--- src/rtl/cont_pkg.sv ---
// Shared opcode, function-code and control-encoding definitions for the ID-stage decoder.
package cont_pkg;

  localparam logic [3:0] OP_RTYPE = 4'b1111;
  localparam logic [3:0] OP_LBU   = 4'b1000;
  localparam logic [3:0] OP_SB    = 4'b1001;
  localparam logic [3:0] OP_LW    = 4'b1010;
  localparam logic [3:0] OP_SW    = 4'b1011;
  localparam logic [3:0] OP_ANDI  = 4'b1100;
  localparam logic [3:0] OP_ORI   = 4'b1101;
  localparam logic [3:0] OP_BLT   = 4'b0101;
  localparam logic [3:0] OP_BGT   = 4'b0100;
  localparam logic [3:0] OP_BEQ   = 4'b0110;
  localparam logic [3:0] OP_JMP   = 4'b0001;
  localparam logic [3:0] OP_HALT  = 4'b0000;

  localparam logic [3:0] FN_ADD = 4'b0000;
  localparam logic [3:0] FN_SUB = 4'b0001;
  localparam logic [3:0] FN_MUL = 4'b0100;
  localparam logic [3:0] FN_DIV = 4'b0101;

  localparam logic [2:0] ALU_ADD = 3'b000;
  localparam logic [2:0] ALU_SUB = 3'b001;
  localparam logic [2:0] ALU_AND = 3'b010;
  localparam logic [2:0] ALU_OR  = 3'b011;
  localparam logic [2:0] ALU_MUL = 3'b100;
  localparam logic [2:0] ALU_DIV = 3'b101;

  localparam logic [1:0] BR_NONE = 2'b00;
  localparam logic [1:0] BR_BLT  = 2'b01;
  localparam logic [1:0] BR_BGT  = 2'b10;
  localparam logic [1:0] BR_BEQ  = 2'b11;

  localparam logic [1:0] WB_ALU = 2'b00;
  localparam logic [1:0] WB_MEM = 2'b01;

  // Control word carried down the ID/EX register; all-zero is the NOP word.
  typedef struct packed {
    logic       aluSrcA;
    logic       aluSrcB;
    logic [2:0] aluOP;
    logic       byteEN;
    logic       memW;
    logic       memR;
    logic       regW;
    logic       R15w;
    logic [1:0] WBsrc;
    logic       brnch;
    logic [1:0] brnchOP;
    logic       jmp;
    logic       IF_IDclr;
  } ctrlWord_t;

  localparam ctrlWord_t CTRL_NOP = '0;

endpackage

--- src/rtl/cont_unit.sv ---
// ID-stage main decoder: opcode + R-type function code -> pipeline control word.
// Purely combinational; reset only masks the decoded word to NOP.
module cont_unit
  import cont_pkg::*;
(
  input  logic       clk,
  input  logic       rst,
  input  logic [3:0] funcIn,
  input  logic [3:0] FuncCode,
  output logic       aluSrcA,
  output logic       aluSrcB,
  output logic [2:0] aluOP,
  output logic       byteEN,
  output logic       memW,
  output logic       memR,
  output logic       regW,
  output logic       R15w,
  output logic [1:0] WBsrc,
  output logic       brnch,
  output logic [1:0] brnchOP,
  output logic       jmp,
  output logic       IF_IDclr
);

  ctrlWord_t decWord;
  ctrlWord_t outWord;

  // Nothing here is clocked; clk exists only so the block matches its neighbours.
  logic unusedClk;
  assign unusedClk = clk;

  // Decode opcode (and function code for R-type) into a default-NOP control word.
  always_comb begin
    decWord = CTRL_NOP;
    case (funcIn)
      OP_RTYPE: begin
        case (FuncCode)
          FN_ADD: begin
            decWord.regW  = 1'b1;
            decWord.aluOP = ALU_ADD;
          end
          FN_SUB: begin
            decWord.regW  = 1'b1;
            decWord.aluOP = ALU_SUB;
          end
          FN_MUL: begin
            decWord.regW  = 1'b1;
            decWord.R15w  = 1'b1;
            decWord.aluOP = ALU_MUL;
          end
          FN_DIV: begin
            decWord.regW  = 1'b1;
            decWord.R15w  = 1'b1;
            decWord.aluOP = ALU_DIV;
          end
          default: decWord = CTRL_NOP;
        endcase
      end
      OP_LBU: begin
        decWord.aluSrcA = 1'b1;
        decWord.aluSrcB = 1'b1;
        decWord.byteEN  = 1'b1;
        decWord.memR    = 1'b1;
        decWord.regW    = 1'b1;
        decWord.WBsrc   = WB_MEM;
        decWord.aluOP   = ALU_ADD;
      end
      OP_SB: begin
        decWord.aluSrcA = 1'b1;
        decWord.aluSrcB = 1'b1;
        decWord.byteEN  = 1'b1;
        decWord.memW    = 1'b1;
        decWord.aluOP   = ALU_ADD;
      end
      OP_LW: begin
        decWord.aluSrcA = 1'b1;
        decWord.aluSrcB = 1'b1;
        decWord.memR    = 1'b1;
        decWord.regW    = 1'b1;
        decWord.WBsrc   = WB_MEM;
        decWord.aluOP   = ALU_ADD;
      end
      OP_SW: begin
        decWord.aluSrcA = 1'b1;
        decWord.aluSrcB = 1'b1;
        decWord.memW    = 1'b1;
        decWord.aluOP   = ALU_ADD;
      end
      OP_ANDI: begin
        decWord.aluSrcB = 1'b1;
        decWord.regW    = 1'b1;
        decWord.aluOP   = ALU_AND;
      end
      OP_ORI: begin
        decWord.aluSrcB = 1'b1;
        decWord.regW    = 1'b1;
        decWord.aluOP   = ALU_OR;
      end
      OP_BLT: begin
        decWord.brnch   = 1'b1;
        decWord.brnchOP = BR_BLT;
      end
      OP_BGT: begin
        decWord.brnch   = 1'b1;
        decWord.brnchOP = BR_BGT;
      end
      OP_BEQ: begin
        decWord.brnch   = 1'b1;
        decWord.brnchOP = BR_BEQ;
      end
      // Only JMP flushes IF/ID here; branch flushes are resolved later in the pipe.
      OP_JMP: begin
        decWord.jmp      = 1'b1;
        decWord.IF_IDclr = 1'b1;
      end
      default: decWord = CTRL_NOP;
    endcase
  end

  // Reset masks the word asynchronously; release is immediate, no clock edge needed.
  always_comb begin
    outWord = decWord;
    if (rst) outWord = CTRL_NOP;
  end

  assign aluSrcA  = outWord.aluSrcA;
  assign aluSrcB  = outWord.aluSrcB;
  assign aluOP    = outWord.aluOP;
  assign byteEN   = outWord.byteEN;
  assign memW     = outWord.memW;
  assign memR     = outWord.memR;
  assign regW     = outWord.regW;
  assign R15w     = outWord.R15w;
  assign WBsrc    = outWord.WBsrc;
  assign brnch    = outWord.brnch;
  assign brnchOP  = outWord.brnchOP;
  assign jmp      = outWord.jmp;
  assign IF_IDclr = outWord.IF_IDclr;

endmodule

--- config.mk ---
export PLATFORM = sky130hd
export DESIGN_NAME = cont_unit
export DESIGN_NICKNAME = d
export VERILOG_FILES = /design/src/rtl/cont_pkg.sv /design/src/rtl/cont_unit.sv
export SDC_FILE = /design/constraint.sdc
export NUM_CORES = 1
export LEC_CHECK = 0
export BUFFER_PORTS_ARGS = -buffer_cell sky130_fd_sc_hd__buf_2
export CELL_PAD_IN_SITES_DETAIL_PLACEMENT = 1
export CELL_PAD_IN_SITES_GLOBAL_PLACEMENT = 2
export CORE_UTILIZATION = 11
export DETAILED_ROUTE_END_ITERATION = 12
export PLACE_DENSITY_LB_ADDON = 0.08
export SLEW_MARGIN = 5
export SYNTH_ARGS = -nofsm -noshare
export SYNTH_HDL_FRONTEND = slang
export SYNTH_SLANG_ARGS = --single-unit
--- constraint.sdc ---
create_clock -name vclk -period 1.3
set_clock_uncertainty 0.2 [all_clocks]
set_input_delay 0.26 -clock vclk [all_inputs]
set_output_delay 0.26 -clock vclk [all_outputs]
set_load 0.01 [all_outputs]
==> results.cfg, run 1 <==
[floorplan]
die-area_um2 = 1890
io-pin-count = 27
core_area_um2 = 1560
die_h_um = 43.4
rows = 14
die_w_um = 43.4
initial_utilization = 0.121

[grt]
track_usage = 0.110
grt_overflow = 0
grt_pass1_wl_um = 1640
grt_max_degree = 9
grt_antenna_before_repair = 0
grt_pass1_vias = 352

[timing]
hold_slack_ns = 0.660
fin_tns_setup_ns = -2.47
max_clock_freq_mhz = 643
grt_setup_unrepaired = yes
hold_violations = 0
fin_crit_sh = 1.20
setup_viol = 15
finalWorstSetupSlack_ns = -0.255
final-max-slew-violation-count = 0
min_period_ns = 1.55

[detailed_routing]
viasPerCell = 4.39
ant_nets = 0
via_count = 360
wl_per_cell_um = 12.3
drc = 0
drt-initial-drc-count = 0
routed_wl_um = 1010
firstDrtPassIters = 1

[finish]
finalInstanceArea_um2 = 609
drive_gt1_frac = 0.879
antenna_cells = 0
area_growth_pct = 223
fin_util = 0.391
flops_and_latches = 0
fillers = 182
clock_buffers = 0
final-seq-area_um2 = 0
nNetsFinal = 78

[setup_path]
cpLargestDelayFamily = buffers and inverters
path_buf_inv = 3
critPathLaunchType = input pin
crit_slowest_cell = nand4b_1
critical_path_class = input pin to output port
slowest_delay_ns = 0.19
cp_max_fo = 6
required_ns = 0.84
cp.arrival_ns = 1.09
worstPathCellList = buf_8 > nand4b_1 > buf_4 > nor4_4 > buf_2
endpoint_kind = output port

[synth]
synth_nets = 40
synthCells = 30
synth_top_area_cell = buf_4
synth_fa_ha_area_frac = 0
synth_top_cell_area_share = 0.159
synth_top_family_by_area = simple AND/OR/NAND/NOR gates
yosys.area_share.simple = 0.675
synth_area_per_cell_um2 = 6.30
synthesis.area_um2 = 189
synth_warnings = 0
yosysUniqueCellTypes = 15
synthTopCellsByArea = buf_4, nand2b_1, nor4_1
synth-compound-area-share = 0.126
synth.area.mux_share = 0
synthXorXnorAreaFrac = 0
ys_seq_area_frac = 0

[pwr]
ir_drop_mv = 0.114
p_per_area_nw_per_um2 = 269
power_leakage_nw = 0.301

[job]
maxCapViolCount = 0

[outcome]
violations = setup timing
status = finished, violations left

[clock_tree]
hold_buffers = 0

[min_path]
hold_path.class = input pin to output port

[placement]
numPortBuffers = 25
dp_hpwl_um = 777
gp_congestion = 0.660
dpl_cell_area_um2 = 467
-- synthesized netlist by cell type, drive strengths merged --
cell type,number
a311oi,1
a21oi,3
nor4bb,1
nor2b,1
nor3,1
nand4b,1
buf,4
or3b,4
nand2,2
inv,1
nand2b,4
conb,1
nor2,3
nor4,3
-- cell usage in the layout (no fill, tap or decap), drive strengths merged --
| cell type | synthesis | layout |
|---|---|---|
| a21oi | 3 | 3 |
| a311oi | 1 | 1 |
| buf | 4 | 40 |
| conb | 1 | 1 |
| inv | 1 | 1 |
| nand2 | 2 | 2 |
| nand2b | 4 | 4 |
| nand4b | 1 | 1 |
| nor2 | 3 | 3 |
| nor2b | 1 | 1 |
| nor3 | 1 | 1 |
| nor4 | 3 | 3 |
| nor4bb | 1 | 1 |
| or3b | 4 | 4 |
-- per-layer routing --
metal | global-route usage | share of wire | up-vias
met5 | 0 | 0 | -
met4 | 0.0125 | 0 | 0
met3 | 0.00417 | 0.040 | 0
met2 | 0.227 | 0.59 | 14
met1 | 0.125 | 0.37 | 168
li1 | - | - | 178
-- stage by stage --
step	total power, mW	setup WS [ns]	cells
after detailed placement	0.122	-0.303	78
after CTS	0.154	-0.265	80
after floorplan	0.0548	-0.147	30
final	0.164	-0.255	82
after global placement	0.119	-0.266	78
after global routing	0.174	-0.308	82
-- timing repair --
item / 4_1_cts / 5_1_grt
buffers inserted: 2 / 2
endpoints found under the setup margin: 16 / 16
pin swaps: 9 / 2
gates resized for setup: 24 / 6
-- path summary, 6_finish.rpt --
path / start / slack, ns / cells after the start / to
worst min-delay path: rst / 0.66 / 4 / aluOP[1]
worst max-delay path: rst / -0.25 / 5 / aluOP[2]
-- final cells by class --
cell class | instances | area (µm²) | area share
Tap cell | 16 | 20.0 | 0.0329
Inverter | 1 | 3.75 | 0.00616
Multi-Input combinational cell | 25 | 259 | 0.425
Timing Repair Buffer | 40 | 327 | 0.536
-- cells by family after synthesis --
group                  count (synthesis)
AOI/OAI and AO/OA                      4
and+or+nand+nor                       20
buffers and inverters                  5
other                                  1
-- power breakdown --
part           internal (mW)  switching [mW]
clock network              0               0
logic                 0.0945          0.0691
registers                  0               0
total                 0.0945          0.0691
(Power assumes the default switching activity.)
==> inputs of run 2 (changes only) <==
==> constraint.sdc (replaced) <==
create_clock -name vclk -period 1.3
set_clock_uncertainty 0.2 [all_clocks]
set_input_delay 0.325 -clock vclk [all_inputs]
set_output_delay 0.325 -clock vclk [all_outputs]
set_load 0.01 [all_outputs]
==> run 2 against run 1 <==
Compared with the run above:
- the run ends with DRC, setup timing left
- critical path depth is 1 lower
- design area is 6.8% higher
- clock-buffer cell count stayed put
- maximum frequency decreased by 9.6%
- sequential cell count stayed put
- core utilization up 2.6 points
- routed wire length fell by 0.40%
- total power increased by 7.3%
- critical path type unchanged
- largest cell class unchanged
==> results.cfg, run 2 (same netlist as run 1, synthesis figures left out) <==
[setup_path]
cpLargestDelayFamily = simple AND/OR/NAND/NOR gates
path_buf_inv = 2
critPathLaunchType = input pin
worstPathCellList = buf_6 > or3b_4 > a311oi_2 > buf_2
cp.arrival_ns = 1.19
endpoint_kind = output port
critical_path_class = input pin to output port
crit_slowest_cell = or3b_4
required_ns = 0.77
cp_max_fo = 3
slowest_delay_ns = 0.39

[detailed_routing]
firstDrtPassIters = 7
wl_per_cell_um = 12.6
ant_nets = 0
drc = 4
drt-initial-drc-count = 7
viasPerCell = 4.56
via_count = 365
routed_wl_um = 1010

[placement]
placed_cells = 76
dp_hpwl_um = 813
numPortBuffers = 25
gp_congestion = 0.687

[floorplan]
die_w_um = 43.4
core_area_um2 = 1560
io-pin-count = 27
die-area_um2 = 1890
initial_utilization = 0.121
rows = 14
die_h_um = 43.4

[finish]
flops_and_latches = 0
final_cell_mix = buf_6, buf_2, buf_4
fillers = 179
final-seq-area_um2 = 0
clock_buffers = 0
antenna_cells = 0
drive_gt1_frac = 0.891
instances_no_fill = 80
nNetsFinal = 76
area_growth_pct = 244
multi_input_area_um2 = 288
layout_commonest_cell = buf_6

[timing]
grt_setup_unrepaired = yes
max_clock_freq_mhz = 581
finalWorstSetupSlack_ns = -0.420
min_period_ns = 1.72
fin_crit_sh = 1.32
setup_viol = 16
hold_violations = 0
final-max-slew-violation-count = 0

[grt]
grt_antenna_before_repair = 0
grt_pass1_vias = 344
grt_pass1_wl_um = 1600
grt_overflow = 0
grt_max_degree = 8
track_usage = 0.111

[pwr]
ir_drop_mv = 0.106
power.total_mw = 0.176
power_leakage_nw = 0.303
p_per_area_nw_per_um2 = 270

[outcome]
status = finished, violations left
violations = DRC, setup timing

[min_path]
hold_path.class = input pin to output port

[clock_tree]
hold_buffers = 0

[job]
maxCapViolCount = 0
-- run 2: worst paths after layout --
check / from / end / slack (ns) / cells past startpoint
max: FuncCode[1] / regW / -0.42 / 4
min: rst / memW / 0.70 / 3
-- run 2: final cells by class --
| cell class | instances | area share |
|---|---|---|
| Inverter | 1 | 0.00577 |
| Tap cell | 16 | 0.0308 |
| Multi-Input combinational cell | 25 | 0.442 |
| Timing Repair Buffer | 38 | 0.521 |
-- run 2: per-layer routing --
| metal | wire length, µm | track usage |
|---|---|---|
| met1 | 376 | 0.125 |
| met2 | 587 | 0.239 |
| met5 | 0 | 0 |
| met4 | 0 | 0 |
| met3 | 44 | 0 |
-- run 2: power by group --
part           internal (mW)  switching (mW)  total (mW)
Combinational          0.100          0.0755       0.176
Clock                      0               0           0
Sequential                 0               0           0
Total                  0.100          0.0755       0.176
-- run 2: what timing repair did --
| action | CTS | global route |
|---|---|---|
| setup buffers | 3 | 1 |
| resized for setup | 28 | 5 |
| endpoints found under the hold margin | 0 | 0 |
| pin swaps | 7 | 4 |
| setup endpoints to repair | 16 | 16 |
-- run 2: per-stage QoR --
stage	worst slack [ns]	utilization	hold slack, ns	instance area [µm²]	TNS [ns]
2_1_floorplan	-0.277	-	0.473	299	-1.98
3_3_place_gp	-0.421	0.304	0.799	474	-5.65
3_5_place_dp	-0.467	0.304	0.814	474	-6.00
4_1_cts	-0.413	0.396	0.705	618	-4.72
5_1_grt	-0.431	0.417	0.716	651	-5.26
6_report	-0.420	0.417	0.705	651	-4.71
==> inputs of run 3 (changes only) <==
--- a/config.mk
+++ b/config.mk
@@ -6,10 +6,9 @@
 export NUM_CORES = 1
 export LEC_CHECK = 0
 export BUFFER_PORTS_ARGS = -buffer_cell sky130_fd_sc_hd__buf_2
-export CELL_PAD_IN_SITES_DETAIL_PLACEMENT = 1
-export CELL_PAD_IN_SITES_GLOBAL_PLACEMENT = 2
-export CORE_UTILIZATION = 11
+export CORE_AREA = 2 2 39 41
 export DETAILED_ROUTE_END_ITERATION = 12
+export DIE_AREA = 0 0 41 43
 export PLACE_DENSITY_LB_ADDON = 0.08
 export SLEW_MARGIN = 5
 export SYNTH_ARGS = -nofsm -noshare
==> run 3 against run 2 <==
Compared with the run above:
- the run ends with setup timing left
- design area is 0.96% higher
- largest cell class unchanged
- final cell count up 3.8%
- via count decreased by 1.6%
- combinational power about the same
- clock-buffer cell count stayed put
==> results.cfg, run 3 (same netlist as run 1, synthesis figures left out) <==
[outcome]
status = finished, violations left
violations = setup timing

[timing]
fin_crit_sh = 1.31
hold_slack_ns = 0.781
finalWorstSetupSlack_ns = -0.399
setup_viol = 16
final-max-slew-violation-count = 0
min_period_ns = 1.70
hold_violations = 0
max_clock_freq_mhz = 588
grt_setup_unrepaired = yes

[floorplan]
die-area_um2 = 1760
rows = 14
die_w_um = 41
io-pin-count = 27
die_h_um = 43
core_area_um2 = 1380
initial_utilization = 0.137

[setup_path]
critPathLaunchType = input pin
cp.arrival_ns = 1.17
critical_path_class = input pin to output port
endpoint_kind = output port
cp_max_fo = 5
required_ns = 0.77

[finish]
antenna_cells = 0
area_growth_pct = 248
instances_no_fill = 83
nNetsFinal = 79
clock_buffers = 0
layout_commonest_cell = buf_6
final_cell_mix = buf_6, buf_2, buf_4
flops_and_latches = 0
finalInstanceArea_um2 = 657
final-seq-area_um2 = 0
drive_gt1_frac = 0.881

[grt]
grt_max_degree = 8
grt_antenna_before_repair = 0
grt_pass1_wl_um = 1130
grt_overflow = 0
grt_pass1_vias = 282
track_usage = 0.0839

[pwr]
p_sw_mw = 0.0713
swShare = 0.408
ir_drop_mv = 0.0969
p_per_area_nw_per_um2 = 266
p_int_mw = 0.103
pwr-share-comb = 1.000
power_frac_seq = 0
p_clk_frac = 0
power.total_mw = 0.175
power_leakage_nw = 0.313

[placement]
dpl_cell_area_um2 = 489
placed_cells = 78
dp_hpwl_um = 631
numPortBuffers = 25
pre_cts_ws_ns = -0.415
gp_congestion = 0.655

[job]
maxCapViolCount = 0

[detailed_routing]
viasPerCell = 4.33
ant_nets = 0
via_count = 359
routed_wl_um = 801
wl_per_cell_um = 9.65
drc = 0
firstDrtPassIters = 1
drt-initial-drc-count = 0

[clock_tree]
hold_buffers = 0

[min_path]
hp-start = funcIn[1]
hold_path.class = input pin to output port
hold_depth = 3
holdPathEnd = aluOP[1]
run 3: per-layer routing:
metal / wire length [µm] / GRT usage / part of all wire
met5: 0 / 0 / 0
met4: 0 / 0 / 0
met3: 68 / 0 / 0.085
met2: 409 / 0.144 / 0.51
met1: 323 / 0.120 / 0.40
run 3: through the flow:
step                      utilization  setup TNS (ns)
after floorplan                     -           -1.98
after global placement          0.354           -5.66
after detailed placement        0.354           -5.62
after CTS                       0.458           -4.82
after global routing            0.475           -5.31
final                           0.475           -4.87
run 3: final cells by class:
cell class                 count  area [µm²]
timing repair buffer          41         357
tap                           16        20.0
inverter                       1        3.75
multi-input combinational     25         277
fill                         136         727
run 3: how the worst max path moves through the flow:
stage               endpoint       from  depth (start not counted)
finish                  R15w        rst                          4
global route            R15w        rst                          4
CTS                     R15w        rst                          4
detailed placement      memR  funcIn[3]                          4
global placement        R15w        rst                          4
floorplan               regW  funcIn[0]                          3
run 3: repair_timing:
item,CTS,global route
gates resized for setup,28,3
endpoints found under the setup margin,16,16
buffers inserted,4,1
cloned,0,0
pin swaps,7,3
run 3: power by group through the flow:
stage                     Sequential (mW)  Clock, mW  Combinational, mW
after CTS                               0          0              0.169
after global placement                  0          0              0.127
after detailed placement                0          0              0.127
final                                   0          0              0.175
after global routing                    0          0              0.186
after floorplan                         0          0             0.0612
run 3: worst max-delay path: stages:
cell and delay (ns):
buf_8 0.10, nand4b_1 0.28, nor4_2 0.30, buf_2 0.17
